--- src/rtl/enc_pkg.sv ---
// Shared definitions for the round-iterated byte cipher scheduler:
// FSM state encoding, the round expansion bit-map and the key rotation helper.
package enc_pkg;

    typedef enum logic [1:0] {
        IDLE,
        ROUND,
        DONE
    } state_t;

    // Source bit of n[3:0] for each expansion bit, index 0 = e[0] ... index 7 = e[7].
    // Read top-down this gives e = {n3,n0,n1,n2,n1,n3,n2,n0}.
    localparam logic [1:0] EXP_MAP [8] = '{2'd0, 2'd2, 2'd3, 2'd1, 2'd2, 2'd1, 2'd0, 2'd3};

    function automatic logic [7:0] rotl8(input logic [7:0] value, input logic [2:0] amount);
        logic [15:0] doubled;
        doubled = {value, value} << amount;
        return doubled[15:8];
    endfunction

endpackage

--- src/rtl/enc_round.sv ---
// Combinational round function F(n, k): expand, key-mix, nibble-sum and
// fold the sum into the upper nibble. Swap and key schedule live in the caller.
module enc_round
    import enc_pkg::*;
(
    input  logic [7:0] n,
    input  logic [7:0] k,
    output logic [7:0] y
);

    logic [7:0] expanded;
    logic [7:0] mixed;
    logic [3:0] sum;

    // NOTE: every variable written here gets a value before any branch or loop,
    // so no path can leave it holding its old value and infer a latch.
    always_comb begin
        expanded = '0;
        for (int i = 0; i < 8; i++) begin
            expanded[i] = n[EXP_MAP[i]];
        end
        mixed = expanded ^ k;
        // Four-bit sum: the carry out of the nibble is intentionally dropped.
        sum = mixed[7:4] + mixed[3:0] + {3'b000, k[0]};
        y   = {n[7:4] ^ sum, n[3:0]};
    end

endmodule

--- src/rtl/enc_round_scheduler.sv ---
// Round-robin front end sharing one enc_round datapath among NREQ requesters,
// iterating ROUNDS rounds per request and returning an id-tagged result.
module enc_round_scheduler
    import enc_pkg::*;
#(
    parameter int NREQ   = 4,
    parameter int ROUNDS = 4,
    parameter int IDW    = $clog2(NREQ)
) (
    input  logic                clock,
    input  logic                reset,
    input  logic [NREQ-1:0]     req_valid,
    output logic [NREQ-1:0]     req_ready,
    input  logic [NREQ*8-1:0]   req_data,
    input  logic [NREQ*8-1:0]   req_key,
    output logic                resp_valid,
    input  logic                resp_ready,
    output logic [7:0]          resp_data,
    output logic [IDW-1:0]      resp_id,
    output logic                busy
);

    localparam logic [2:0] LAST_RC = 3'(ROUNDS - 1);

    state_t         state, state_d;
    logic [IDW-1:0] ptr, ptr_d;
    logic [2:0]     rc, rc_d;
    logic [7:0]     n_q, n_d;
    logic [7:0]     key_q, key_d;
    logic [IDW-1:0] id_q, id_d;

    logic           grant_found;
    logic [IDW-1:0] grant_idx;
    logic [IDW-1:0] cand;
    logic [7:0]     grant_data;
    logic [7:0]     grant_key;

    logic [7:0]     round_key;
    logic [7:0]     round_y;

    assign round_key = rotl8(key_q, rc);

    enc_round u_round (
        .n (n_q),
        .k (round_key),
        .y (round_y)
    );

    // Search upward from ptr, wrapping; the first asserted valid wins.
    always_comb begin
        grant_found = 1'b0;
        grant_idx   = '0;
        grant_data  = '0;
        grant_key   = '0;
        cand        = '0;
        for (int i = 0; i < NREQ; i++) begin
            cand = IDW'((int'(ptr) + i) % NREQ);
            if (!grant_found && req_valid[cand]) begin
                grant_found = 1'b1;
                grant_idx   = cand;
                grant_data  = req_data[{cand, 3'b000} +: 8];
                grant_key   = req_key[{cand, 3'b000} +: 8];
            end
        end
    end

    always_comb begin
        state_d   = state;
        ptr_d     = ptr;
        rc_d      = rc;
        n_d       = n_q;
        key_d     = key_q;
        id_d      = id_q;
        req_ready = '0;

        case (state)
            IDLE: begin
                // Gated by reset so no handshake can complete in a reset cycle.
                if (grant_found && !reset) begin
                    req_ready = NREQ'(1) << grant_idx;
                    n_d       = grant_data;
                    key_d     = grant_key;
                    id_d      = grant_idx;
                    rc_d      = '0;
                    state_d   = ROUND;
                end
            end
            ROUND: begin
                if (rc == LAST_RC) begin
                    n_d     = round_y;
                    state_d = DONE;
                end else begin
                    n_d  = {round_y[3:0], round_y[7:4]};
                    rc_d = rc + 3'd1;
                end
            end
            DONE: begin
                if (resp_ready) begin
                    ptr_d   = (id_q == IDW'(NREQ - 1)) ? '0 : id_q + IDW'(1);
                    state_d = IDLE;
                end
            end
            default: state_d = IDLE;
        endcase
    end

    // NOTE: non-blocking assignments here so every register samples the
    // pre-edge values computed above, independent of statement order.
    always_ff @(posedge clock) begin
        if (reset) begin
            state <= IDLE;
            ptr   <= '0;
            rc    <= '0;
            n_q   <= '0;
            key_q <= '0;
            id_q  <= '0;
        end else begin
            state <= state_d;
            ptr   <= ptr_d;
            rc    <= rc_d;
            n_q   <= n_d;
            key_q <= key_d;
            id_q  <= id_d;
        end
    end

    assign resp_valid = (state == DONE);
    assign resp_data  = n_q;
    assign resp_id    = id_q;
    assign busy       = (state != IDLE);

endmodule
--- config.mk ---
export PLATFORM = sky130hd
export DESIGN_NAME = enc_round_scheduler
export DESIGN_NICKNAME = d
export VERILOG_FILES = /design/src/rtl/enc_pkg.sv /design/src/rtl/enc_round.sv /design/src/rtl/enc_round_scheduler.sv
export SDC_FILE = /design/constraint.sdc
export NUM_CORES = 1
export LEC_CHECK = 0
export ABC_AREA = 0
export BUFFER_PORTS_ARGS = -buffer_cell sky130_fd_sc_hd__buf_4
export CAP_MARGIN = 15
export CORE_MARGIN = 3
export CORE_UTILIZATION = 50
export CTS_BUF_LIST = sky130_fd_sc_hd__clkbuf_4 sky130_fd_sc_hd__clkbuf_8
export DETAILED_ROUTE_END_ITERATION = 7
export PLACE_DENSITY_LB_ADDON = 0.08
export SYNTH_ARGS = -nofsm -noshare
export SYNTH_HDL_FRONTEND = slang
export SYNTH_SLANG_ARGS = --single-unit
export TNS_END_PERCENT = 50
--- constraint.sdc ---
create_clock -name clock -period 3 [get_ports clock]
set_input_delay 0.15 -clock clock [delete_from_list [all_inputs] [get_ports clock]]
set_output_delay 0.15 -clock clock [all_outputs]
set_load 0.05 [all_outputs]
==> results by group, run 1 <==
Synthesis
  • Register bit total from synthesis: 25
  • Syn_nets: 544
  • Cells after Synth: 467
  • Avg Inst Size Synth: 8.12 sq um
  • Top_reg_cell synth: dfxtp_1
  • Ys Warns: 0
  • Post-synth EDFFs: 0
  • Synth unique cells: 63
  • Mapped cell area: 3790 sq um
  • Register area share after synthesis: 13.2%
  • Async SR Flop Fraction: 0%

Setup path
  • Crit. End Element: flop
  • Type of the worst setup path: flop to flop
  • Worst Setup Start Kind: flop
  • Worst Path Required: 3.21 ns
  • Worst Path Arrival: 3.08 ns
  • CP max FO: 8
  • R2R Setup Slk: 0.13 ns

Power
  • Tot Pwr: 1.55 mW
  • Worst VDD drop: 0.164 mV
  • Power Dens Cells: 336 nW/um^2
  • P_leak: 1.70 nW

Placed design
  • DP Wirelength: 8550 um
  • Placer congestion estimate: 0.918
  • IO buf count: 86
  • Placed cells: 631
  • Post-DP Area: 4520 sq um

Clock network
  • Cts bufs inserted: 3
  • Worst-path clk slew: 0.11 ns
  • H-tree levels: 1
  • Clock Latency Late Sink: 0.28 ns
  • CTS tree: yes
  • Root Buffer: clkbuf_8
  • Clk sinks: 25
  • Clk buf depth: 2
  • Hold-fix buffers, CTS: 0

Final layout
  • Diode count: 0
  • Share of cells above drive strength 1: 28.7%
  • Most frequent cells in the layout: 105 x buf_4, 54 x mux2i_1, 49 x a21oi_1, 49 x nor2_1, 39 x nand2_1
  • Most common cell after layout, fill and taps aside: buf_4
  • Final Util: 63.1%
  • Layout Area Growth over Synthesis: 21.4%
  • Final layout net count: 614
  • Fillers: 691
  • FF+latch area: 510 sq um
  • Post-route cell area: 4600 sq um
  • Finished Layout Cells: 635
  • Multi-input logic area: 3090 sq um

Run
  • Total of max-cap violations: 0

Timing
  • Worst-Margin Slew: 0.847 ns
  • Period utilization: 95.7%
  • Final setup viols: 0
  • Max-slew violation count: 0
  • Final setup skew: 0.00747 ns
  • Min Tclk post-route: 2.87 ns
  • Max-Slew Margin vs Limit: 43.0%
  • Hold_ws: 0.153 ns
  • Unrepaired setup endpoints after global routing: yes
  • Max Freq: 0.348 GHz
  • Final-report hold violation count: 0

Floorplanning
  • Die height: 93.1 um
  • Die area: 8660 sq um
  • Die width: 93.1 um
  • Ports: 87
  • Cell Rows: 31
  • Starting Density: 52.0%
  • Core Area: 7290 sq um

Worst hold path
  • Worst Hold Class: input port to flop

GRT
  • First-pass GRT wire length: 17900 um
  • Pin count of the biggest net entering global routing: 34
  • Vias in the first global route: 3647
  • Remaining global-route overflow: 0
  • Tot GR Track Use: 25.0%
  • Initial antenna violation count: 0

Route
  • DRT Pass-1 Iters: 5
  • Routed length per instance: 17.5 um
  • Residual DRC: 0
  • DR vias: 3981
  • Final ANT Viol Nets: 0
  • Post-DR vias/cell: 6.27
  • Routed WL: 11100 um
  • Detailed Route Iter0 Violations: 202

Outcome
  • Outcome: complete, no violations
## worst paths after layout
check | to | depth (start not counted) | start
worst max-delay path | resp_data[3]$_SDFFE_PP0P_ | 11 | rc[1]$_SDFFE_PP0P_
worst min-delay path | state[1]$_SDFFE_PP0P_ | 3 | resp_ready
worst max register to register | resp_data[3]$_SDFFE_PP0P_ | 11 | rc[1]$_SDFFE_PP0P_
worst min register to register | resp_id[0]$_SDFFE_PP0P_ | 2 | resp_id[0]$_SDFFE_PP0P_
## flip-flops by register name, indices dropped and copies added, names as in the netlist
| name | flops |
|---|---|
| key_q | 8 |
| ptr | 2 |
| rc | 3 |
| resp_data | 8 |
| resp_id | 2 |
| state | 2 |
## where the power goes
| group | switching (mW) | internal, mW | leakage, nW |
|---|---|---|---|
| registers | 0.0679 | 0.366 | 0.209 |
| clock network | 0.127 | 0.0953 | 0.0260 |
| logic | 0.463 | 0.428 | 1.46 |
## cells in the mapped netlist (8+ instances only)
cell / instances / area [sq um]
o21ai_1: 14 / 70.1
xnor2_1: 11 / 96.3
mux2i_1: 54 / 541
a31oi_1: 9 / 56.3
nand3_1: 11 / 55.1
mux4_2: 21 / 473
o221ai_1: 9 / 78.8
a21oi_1: 49 / 245
nor2_1: 49 / 184
clkbuf_1: 21 / 78.8
nand2_1: 39 / 146
mux2_1: 11 / 124
nor3_1: 13 / 65.1
dfxtp_1: 25 / 500
buf_2: 15 / 75.1
inv_1: 8 / 30.0
## cell type report
cell class / instances / area share (%)
inverters: 8 / 0.653
clock inverters: 1 / 0.136
flip-flops and latches: 25 / 11.1
clock buffers: 3 / 0.897
well taps: 99 / 2.69
repair buffers: 106 / 17.4
multi-input cells: 393 / 67.2
## critical path: stages (launching register included)
cell and delay, ns:
dfxtp_4 0.43, mux2_2 0.37, nand2_1 0.07, o21ai_1 0.08, mux2i_1 0.17, xnor2_1 0.15
ha_2 0.34, and4_1 0.21, o2bb2ai_2 0.13, o21ai_1 0.14, or4b_4 0.47, a311oi_2 0.23
## per-layer routing
metal	vias to the layer above	GRT usage, %	routed length [um]
li1	1918	-	-
met1	1908	37.1	5140
met3	8	1.69	695
met5	-	0	0
met2	147	39.9	5130
met4	0	5.74	125
## cell families (layout without fill, tap and decap cells)
logic type / Yosys count / count (layout) / synth area share [%]
xor+xnor: 18 / 18 / 4.36
fa+ha+maj: 6 / 6 / 2.18
compound gates: 129 / 129 / 22.5
buf+inv: 49 / 118 / 6.14
flops: 25 / 25 / 13.2
simple gates: 148 / 148 / 18.7
mux: 92 / 92 / 32.9
## timing repair
item / 4_1_cts / 5_1_grt
resized for setup: 1 / 14
pin swaps: 0 / 2
endpoints found under the hold margin: 0 / 0
endpoints found under the setup margin: 1 / 3
setup buffers: 0 / 0
## per-stage QoR
step | setup TNS, ns | setup WS, ns
after floorplan | 0 | 0.0711
after detailed placement | 0 | 0.0114
after CTS | 0 | 0.0960
final | 0 | 0.129
after global routing | -0.0224 | -0.0224
after global placement | 0 | 0.125
(Power assumes the default switching activity.)
==> run 2: changes to the inputs <==
CELL_PAD_IN_SITES_DETAIL_PLACEMENT = 1   (was default)
CELL_PAD_IN_SITES_GLOBAL_PLACEMENT = 1   (was default)
CORE_UTILIZATION = 38   (was 50)
==> run 2 against run 1 <==
  * Critical endpoint unchanged
  * Core utilization shrank 14 points
  * Clock skew grew 0.0037 ns
  * Combinational power grew 2%
  * Critical path depth is the same
  * Setup slack lost 0.011 ns
  * Sequential share of layout area shrank 0.16 points
  * Global-route usage shrank 3.3 points
  * Die area grew 29%
  * Final area grew 1.3%
==> results by group, run 2 (same netlist as run 1, synthesis figures left out) <==
Final layout
  • Layout Area Growth over Synthesis: 22.9%
  • Diode count: 0
  • Share of cells above drive strength 1: 28.2%
  • Most common cell after layout, fill and taps aside: buf_4
  • Fillers: 1190
  • Final layout net count: 614
  • Most frequent cells in the layout: 105 x buf_4, 53 x mux2i_1, 49 x a21oi_1, 49 x nor2_1, 39 x nand2_1

Floorplanning
  • Core Area: 9460 sq um
  • Cell Rows: 35
  • Die height: 106 um
  • Ports: 87
  • Starting Density: 40.1%
  • Die area: 11200 sq um
  • Die width: 106 um

GRT
  • First-pass GRT wire length: 20100 um
  • Pin count of the biggest net entering global routing: 47
  • Vias in the first global route: 4076
  • Remaining global-route overflow: 0
  • Initial antenna violation count: 0
  • Tot GR Track Use: 21.7%

Setup path
  • CP most frequent cell: nor2_1
  • FF-to-FF Start: rc[1]$_SDFFE_PP0P_
  • Worst Path Required: 3.21 ns
  • CP max FO: 5
  • Type of the worst setup path: flop to flop
  • Worst Path Arrival: 3.09 ns
  • Max stage delay cell, worst path: or4b_4
  • Crit. End Element: flop
  • CP startpoint: rc[1]$_SDFFE_PP0P_
  • Worst stage delay on the critical path: 0.48 ns
  • R2R Setup Slk: 0.12 ns
  • Critical path, cell by cell: mux2_1 > o21ai_2 > nor2_1 > nor2_1 > xnor2_2 > ha_1 > and4_1 > o2bb2ai_2 > o21ai_0 > or4b_4 > a311oi_2
  • Worst Setup Start Kind: flop
  • R2R cell count: 11
  • Critical R2R Capture: resp_data[3]$_SDFFE_PP0P_
  • Worst Setup EP: resp_data[3]$_SDFFE_PP0P_

Timing
  • Max-slew violation count: 0
  • Period utilization: 96.1%
  • Setup tns final: 0 ns
  • Final setup skew: 0.0111 ns
  • Final-report hold violation count: 0
  • Final setup viols: 0
  • Max-Slew Margin vs Limit: 48.7%
  • Min Tclk post-route: 2.88 ns
  • Worst-Margin Slew: 0.768 ns
  • Max Freq: 0.347 GHz
  • Unrepaired setup endpoints after global routing: yes

Placed design
  • Placer congestion estimate: 0.835
  • IO buf count: 86
  • DP Wirelength: 9820 um

Clock network
  • Clk sinks: 25
  • Hold-fix buffers, CTS: 0
  • Clk buf depth: 2
  • Cts bufs inserted: 3
  • Worst-path clk slew: 0.10 ns
  • H-tree levels: 1
  • Root Buffer: clkbuf_8
  • Post-CTS setup buffer count: 0
  • Clock Latency Late Sink: 0.28 ns
  • CTS tree: yes

Outcome
  • Outcome: complete, no violations

Route
  • Final ANT Viol Nets: 0
  • Residual DRC: 0
  • Routed WL: 12300 um
  • DRT Pass-1 Iters: 5
  • Post-DR vias/cell: 5.95
  • Detailed Route Iter0 Violations: 186
  • DR vias: 3960
  • Routed length per instance: 18.5 um

Power
  • Tot Pwr: 1.56 mW
  • Power Dens Cells: 336 nW/um^2
  • P_leak: 1.71 nW
  • Worst VDD drop: 0.184 mV

Worst hold path
  • Worst Hold Class: input port to flop

Run
  • Total of max-cap violations: 0
[run 2: stage by stage]
step	cell area [sq um]	hold slack [ns]	setup slack (ns)	cells	util (%)
after detailed placement	4570	0.442	0.0229	661	48.3
after CTS	4620	0.145	0.0403	665	48.9
after global placement	4570	0.444	0.163	661	48.3
after global routing	4660	0.177	-0.0267	665	49.3
final	4660	0.152	0.118	665	49.3
after floorplan	3790	0.310	0.0711	467	-
[run 2: how the worst min path moves through the flow]
stage / startpoint / to / slack (ns) / depth (start not counted)
floorplan: resp_ready / ptr[1]$_SDFFE_PP0P_ / 0.31 / 2
global placement: resp_ready / state[1]$_SDFFE_PP0P_ / 0.44 / 3
detailed placement: resp_ready / state[1]$_SDFFE_PP0P_ / 0.44 / 3
CTS: resp_ready / state[1]$_SDFFE_PP0P_ / 0.15 / 3
global route: resp_ready / state[1]$_SDFFE_PP0P_ / 0.18 / 3
finish: resp_ready / state[1]$_SDFFE_PP0P_ / 0.15 / 3
[run 2: critical path, delay by kind of cell, from the launching register on]
| family | cells | cell delay [ns] |
|---|---|---|
| fa+ha+maj | 1 | 0.29 |
| simple gates | 4 | 0.94 |
| mux | 1 | 0.36 |
| compound gates | 4 | 0.68 |
| xor+xnor | 1 | 0.15 |
| flops | 1 | 0.39 |
[run 2: metal layers]
layer,routed length [um],GRT usage [%],vias up
met4,195,5.64,0
met1,5900,29.8,1942
met5,0,0,-
met3,469,1.65,16
li1,-,-,1907
met2,5750,36.7,95
[run 2: power by group]
| group | internal (mW) | switching, mW |
|---|---|---|
| combinational | 0.431 | 0.478 |
| sequential | 0.366 | 0.0706 |
| clock | 0.0952 | 0.123 |
[run 2: cell type report]
cell class | instances | area (sq um) | area share (%)
Multi-Input combinational cell | 393 | 3100 | 66.6
Timing Repair Buffer | 106 | 808 | 17.3
Sequential cell | 25 | 509 | 10.9
Tap cell | 129 | 161 | 3.46
Clock buffer | 3 | 41.3 | 0.886
Inverter | 8 | 30.0 | 0.644
Clock inverter | 1 | 6.26 | 0.134
[run 2: what timing repair did]
| action | CTS | global route |
|---|---|---|
| endpoints found under the hold margin | 0 | 0 |
| endpoints found under the setup margin | 1 | 3 |
| pin swaps | 0 | 2 |
| gates resized for setup | 1 | 8 |
